## src/rtl/alarm_clock_ctrl.sv

```systemverilog
// Mode controller and enable sequencer for the alarm clock counter bank.
// Walks the clock-set / alarm-set modes, gates counter enables and runs the alarm ring timer.
module alarm_clock_ctrl #(
   parameter int unsigned ALARM_LEN = 60
) (
   input  logic       clk,
   input  logic       reset,
   input  logic       tick_1hz,
   input  logic       btn_c,
   input  logic       btn_l,
   input  logic       btn_r,
   input  logic       btn_u,
   input  logic       btn_d,
   input  logic       sec_max,
   input  logic       min_max,
   input  logic       time_match,
   output logic       sec_en,
   output logic       min_en,
   output logic       hr_en,
   output logic       alm_min_en,
   output logic       alm_hr_en,
   output logic       updown,
   output logic [2:0] mode,
   output logic       adjust,
   output logic       alarm_on,
   output logic       blink
);

   localparam int unsigned CntW = $clog2(ALARM_LEN + 1);
   localparam logic [CntW-1:0] RingLast = CntW'(ALARM_LEN - 1);

   typedef enum logic [2:0] {
      StRun       = 3'd0,
      StAdjClkHr  = 3'd1,
      StAdjClkMin = 3'd2,
      StAdjAlmHr  = 3'd3,
      StAdjAlmMin = 3'd4
   } state_e;

   state_e            state_q, state_d;
   logic              alarm_on_q, alarm_on_d;
   logic              blink_q, blink_d;
   logic              match_q;
   logic [CntW-1:0]   ring_cnt_q, ring_cnt_d;

   logic btn_any, live, go_c, go_fwd, go_back, step;

   // While ringing, every button pulse is spent on the dismiss.
   assign btn_any = btn_c | btn_l | btn_r | btn_u | btn_d;
   assign live    = ~alarm_on_q;
   assign go_c    = live & btn_c;
   assign go_fwd  = live & btn_r & ~btn_l;
   assign go_back = live & btn_l & ~btn_r;
   assign step    = live & (btn_u ^ btn_d);

   always_ff @(posedge clk or posedge reset) begin
      if (reset) begin
         state_q    <= StRun;
         alarm_on_q <= 1'b0;
         blink_q    <= 1'b0;
         match_q    <= 1'b0;
         ring_cnt_q <= '0;
      end else begin
         state_q    <= state_d;
         alarm_on_q <= alarm_on_d;
         blink_q    <= blink_d;
         match_q    <= time_match;
         ring_cnt_q <= ring_cnt_d;
      end
   end

   always_comb begin
      state_d = state_q;
      case (state_q)
         StRun:       if (go_c) state_d = StAdjClkHr;
         StAdjClkHr:  if (go_c) state_d = StRun;
                      else if (go_fwd) state_d = StAdjClkMin;
                      else if (go_back) state_d = StAdjAlmMin;
         StAdjClkMin: if (go_c) state_d = StRun;
                      else if (go_fwd) state_d = StAdjAlmHr;
                      else if (go_back) state_d = StAdjClkHr;
         StAdjAlmHr:  if (go_c) state_d = StRun;
                      else if (go_fwd) state_d = StAdjAlmMin;
                      else if (go_back) state_d = StAdjClkMin;
         StAdjAlmMin: if (go_c) state_d = StRun;
                      else if (go_fwd) state_d = StAdjClkHr;
                      else if (go_back) state_d = StAdjAlmHr;
         default:     state_d = StRun;
      endcase

      alarm_on_d = alarm_on_q;
      ring_cnt_d = ring_cnt_q;
      if (alarm_on_q) begin
         if (btn_any) begin
            alarm_on_d = 1'b0;
         end else if (tick_1hz) begin
            ring_cnt_d = ring_cnt_q + 1'b1;
            if (ring_cnt_q == RingLast) alarm_on_d = 1'b0;
         end
      end else if (state_q == StRun && time_match && !match_q) begin
         alarm_on_d = 1'b1;
         ring_cnt_d = '0;
      end

      if (state_q == StRun || state_d == StRun) blink_d = 1'b0;
      else if (tick_1hz)                        blink_d = ~blink_q;
      else                                      blink_d = blink_q;
   end

   always_comb begin
      sec_en     = 1'b0;
      min_en     = 1'b0;
      hr_en      = 1'b0;
      alm_min_en = 1'b0;
      alm_hr_en  = 1'b0;
      updown     = 1'b1;
      case (state_q)
         StRun: begin
            sec_en = tick_1hz;
            min_en = tick_1hz & sec_max;
            hr_en  = tick_1hz & sec_max & min_max;
         end
         StAdjClkHr:  hr_en      = step;
         StAdjClkMin: min_en     = step;
         StAdjAlmHr:  alm_hr_en  = step;
         StAdjAlmMin: alm_min_en = step;
         default: ;
      endcase
      if (state_q != StRun && step) updown = btn_u;
      mode     = state_q;
      adjust   = (state_q != StRun);
      alarm_on = alarm_on_q;
      blink    = blink_q;
   end

endmodule
```

## config.mk

```make
export PLATFORM = sky130hd
export DESIGN_NAME = alarm_clock_ctrl
export DESIGN_NICKNAME = d
export VERILOG_FILES = /design/src/rtl/alarm_clock_ctrl.sv
export SDC_FILE = /design/constraint.sdc
export NUM_CORES = 1
export LEC_CHECK = 0
export BUFFER_PORTS_ARGS = -buffer_cell sky130_fd_sc_hd__buf_2
export CORE_MARGIN = 2
export CORE_UTILIZATION = 45
export CTS_CLUSTER_SIZE = 10
export DETAILED_ROUTE_END_ITERATION = 10
export PLACE_DENSITY = 0.71
export SLEW_MARGIN = 20
export SYNTH_ARGS = -nofsm -noshare
export SYNTH_HDL_FRONTEND = slang
export SYNTH_SLANG_ARGS = --single-unit
```

## constraint.sdc

```tcl
create_clock -name clk -period 3.7 [get_ports clk]
set_clock_uncertainty 0.2 [all_clocks]
set_input_delay 0.925 -clock clk [delete_from_list [all_inputs] [get_ports clk]]
set_output_delay 0.925 -clock clk [all_outputs]
set_load 0.005 [all_outputs]
```

# [After elaboration in Yosys (flattened, before gate mapping)]
# Cells that the tools add are included.
[totals] register_bits=12 latchBits=0 mem_bits_rw=0 rom_bits=0 n_memories=0
[classes] addsub=1 mul=0 div=0 order_cmp=0 n_eq_ne=7 shift=0 muxes=31 bitwise_logic=17 n_reduce_logical=11
[ops] cell="2-to-1 mux 3 bit" count=13
[ops] cell="2-to-1 mux 6 bit" count=4
[ops] cell="case mux 3 bit (5 select lines)" count=1
[ops] cell="2-to-1 mux 1 bit" count=11
[ops] cell="bitwise AND 1 bit" count=8
[ops] cell="adder 6 x 1 -> 6 bit (second input constant)" count=1
[ops] cell="equality test 3 x 2 -> 1 bit (second input constant)" count=2
[ops] cell="equality test 6 bit (second input constant)" count=1
[ops] cell="zero test 3 bit" count=2
[ops] cell="inequality test 2 bit (second input constant)" count=2
[ops] cell="NOT 1 bit" count=4
[ops] cell="bitwise OR 1 bit" count=4
[ops] cell="case mux 1 bit (2 select lines)" count=2
[ops] cell="nonzero test 2 bit" count=2
[ops] cell="equality test 3 x 1 -> 1 bit (second input constant)" count=1
[ops] cell="equality test 3 bit (second input constant)" count=1
[ops] cell="logical AND 1 bit" count=3
[ops] cell="AND reduction 3 bit" count=1
[ops] cell="nonzero test 3 bit" count=1
[ops] cell="zero test 1 bit" count=1
[ops] cell="logical OR 1 bit" count=1
[ops] cell="bitwise XOR 1 bit" count=1

# [Longest topological paths before layout]
[depth] ltp_word=10 depth_mapped=6 mapped_depth_nobuf=5

# [Worst setup path after synthesis]
# Ideal clock, no wire load.
[synth_path] kind="input port to output port" from="input btn_d" to="output hr_en" arrival_ns=1.455 t_required_ns=2.575 slack_ns=1.120 cell_stages=4 path_buffers=0 path_cell_list="xnor2_1 nor2_1 a21oi_1 nor3_1"
[synth_between] elab_chain_cells=3
[synth_lines] element="start: declaration" line_no="13" source="input logic btn_d,"
[synth_lines] element="bitwise XOR 1 bit" line_no="54" source="assign step = live & (btn_u ^ btn_d);"
[synth_lines] element="bitwise AND 1 bit" line_no="54"
[synth_lines] element="case mux 1 bit (2 select lines)" line_no="117" source="case (state_q)"
[synth_lines] element="end: declaration" line_no="19" source="output logic hr_en,"
# No other way between the ends.

# [Final worst setup path]
[layout_path] from="input btn_u" to="output min_en"
[layout_between] elab_chain_cells=3
[layout_lines] element="start: declaration" line_no="12" source="input logic btn_u,"
[layout_lines] element="bitwise XOR 1 bit" line_no="54"
[layout_lines] element="bitwise AND 1 bit" line_no="54"
[layout_lines] element="case mux 1 bit (2 select lines)" line_no="117"
[layout_lines] element="end: declaration" line_no="18" source="output logic min_en,"
# No other way between the ends.

==> flow_summary.ini <==
[synth]
syn_inst = 91
synth.top_cell.area_share = 0.379
yosys.area.top_type = dfrtp_1
yosys.cell_types.count = 37
synth_area_leaders = dfrtp_1, nor2_1, nand3_1, nand2_1, xor2_1
synth_xor_area_frac = 0.0552
synth_mux_area_frac = 0.0252
ys_warn_count = 0
synthesis.nets = 103
syn_area_um2 = 793
ys_top_cells_by_count = dfrtp_1, nor2_1, nand2_1
seq_area_frac_synth = 0.379
synth_edf_count = 0
syn_avg_cell_area_um2 = 8.72
synth_top_family_by_area = simple AND/OR/NAND/NOR gates
ys_ff_latch = 12
synthFlopType = dfrtp_1
synth_simple_gate_area_frac = 0.368
synth_compound_area_frac = 0.126
yosys.area_share.adder = 0.0158
async_reset_ff_frac = 1.00

[power]
intPower_uw = 257
switching_share = 0.380
p_comb_frac = 0.370
p_leak_uw = 0.000469
power_density_nw_per_um2 = 444
p_clk_frac = 0.186
finalPower_uw = 415
vdd_drop_max_uv = 230
p_sw_uw = 158
p_seq_frac = 0.444

[critical_path]
reg2reg_slack_ns = 1.90
start_kind = input pin
cp_common_cell = buf_2
cpMaxStageDelayCell = nor2_1
required_ns = 2.57
path_buf_inv = 2
path_depth = 6
worstSetupEndpointType = output port
path_delay_family = simple AND/OR/NAND/NOR gates
crit_fanout = 4
reg2reg_from = mode[0]
r2r_cells = 4
cp.arrival_ns = 1.77
cpPeakStageDelay_ns = 0.19
crit_type = input pin to output port
r2r_end = blink
path_cells = buf_2, xnor2_1, nor2_1, a21oi_1, nor3_1, buf_2

[detailed_routing]
postRouteAntennaNets = 0
drc = 0
vias = 735
drt_wl_total_um = 1740
post_drt_wl_per_cell_um = 13.4
vias_per_cell = 5.65
dr.pass1.iters = 4
drt-initial-drc-count = 18

[timing]
final.min_clock_period_ns = 2.90
finalSetupViolCount = 0
setup_ws_ns = 0.802
maxSlewViolCount = 0
max_freq_mhz = 345
maxSlewHeadroom = 0.688
fin_setup_tns_ns = 0
period_share = 0.783
tightest_slew_ns = 0.468
rsz0062_at_grt = false
hold_violations = 0

[floorplan]
initial_core_util = 0.470
rows = 15
die_w_um = 46.0
die_area_um2 = 2110
die_y_um = 46.0
core_um2 = 1690
top_level_ports = 23

[global_route]
overflow = 0
antenna_found_initial = 0
grt_pass1_wl_um = 2790
gr-usage-all-layers = 0.187
grt_pass1_vias = 651
grt_max_degree = 15

[final_layout]
layout.nets = 127
n_antenna_cell = 0
layout-drive-gt1-share = 0.274
syn_to_final_growth_pct = 17.7
finalNonFillerCells = 130

[place]
place_ws_ns = 0.815
port_buffers = 22
hpwl_um = 1330
gp_congestion = 0.810
dp_cells = 127

[cts]
h-tree-depth = 1
cts_made_buffers = 3
cts-root-buf = clkbuf_4
cts.sinks = 12
tritoncts = built
cts_buffer_depth = 2
worstSkewPairLatency_ns = 0.27
hold_buffers = 0
postCtsSetupBuffers = 0
clk_pin_slew_worst_paths_ns = 0.07
cts_resized = 0

[run_status]
status = finished clean

[hold_path]
hp-start = ring_cnt_q[4]
hold_end = ring_cnt_q[4]
hold_depth = 1
hp-class = register to register

[flow_run]
maxCapViolCount = 0
worst max path at each step:
stage              from  endpoint  slack (ns)
5_1_grt        tick_1hz     hr_en        0.71
3_5_place_dp      btn_u    min_en        0.81
3_3_place_gp      btn_u    min_en        0.85
2_1_floorplan     btn_d     hr_en        1.12
6_report          btn_u    min_en        0.80
4_1_cts           btn_u    min_en        0.81
flip-flops by register name, summed over array words and instances (netlist names):
signal	cells
alarm_on	1
blink	1
match_q	1
mode	3
ring_cnt_q	6
stage by stage:
step	utilization	cell area, um^2	hold slack [ns]
global route	0.553	933	0.294
detailed placement	0.539	911	0.267
CTS	0.553	933	0.279
finish	0.553	933	0.284
global placement	0.539	911	0.269
floorplan	-	793	0.245
worst reg2reg max path, delay by kind of cell, from the launching register on:
family | cells | cell delay (ns)
mux | 1 | 0.24
compound gates | 3 | 0.72
flops | 1 | 0.52
cells by family after synthesis:
family / Yosys count
buffers and inverters: 6
muxes: 2
AOI/OAI and AO/OA: 16
DFF: 12
adders and majority gates: 1
xor gates and xnor gates: 5
and+or+nand+nor: 49
power by group through the flow:
stage | combinational [uW] | sequential, uW | clock [uW]
floorplan | 117 | 163 | 0
global placement | 151 | 185 | 0
detailed placement | 154 | 186 | 0
CTS | 154 | 184 | 77.4
global route | 174 | 189 | 84.4
finish | 153 | 184 | 77.1
routing by layer:
layer | global-route usage | vias to the layer above | wire length (um)
met4 | 0.0686 | 0 | 22
met1 | 0.254 | 335 | 868
met2 | 0.292 | 25 | 755
met3 | 0.0397 | 4 | 97
li1 | - | 371 | -
met5 | 0 | - | 0
final cells by class:
cell class / count / area [um^2]
clock buffer: 3 / 22.5
fill: 160 / 756
inverter: 3 / 11.3
multi-input combinational: 73 / 468
sequential: 12 / 300
tap: 17 / 21.3
timing repair buffer: 22 / 110
cells in the final DEF (no fill, tap or decap), drive strengths merged:
master	count
buf	22
nor2	12
dfrtp	12
nand2	8
nand3	6
o21ai	6
nor3	5
a21oi	4
nand2b	3
xor2	3
clkbuf	3
inv	3
nor2b	3
and3	2
xnor2	2
mux2i	2
nor4	2
nand4b	2
o21bai	1
o22ai	1
a32o	1
o2bb2ai	1
o31ai	1
o311a	1
or3	1
and4b	1
nand4	1
nor3b	1
nand3b	1
and2	1
ha	1
No activity file was read; power rests on OpenSTA's default activity.
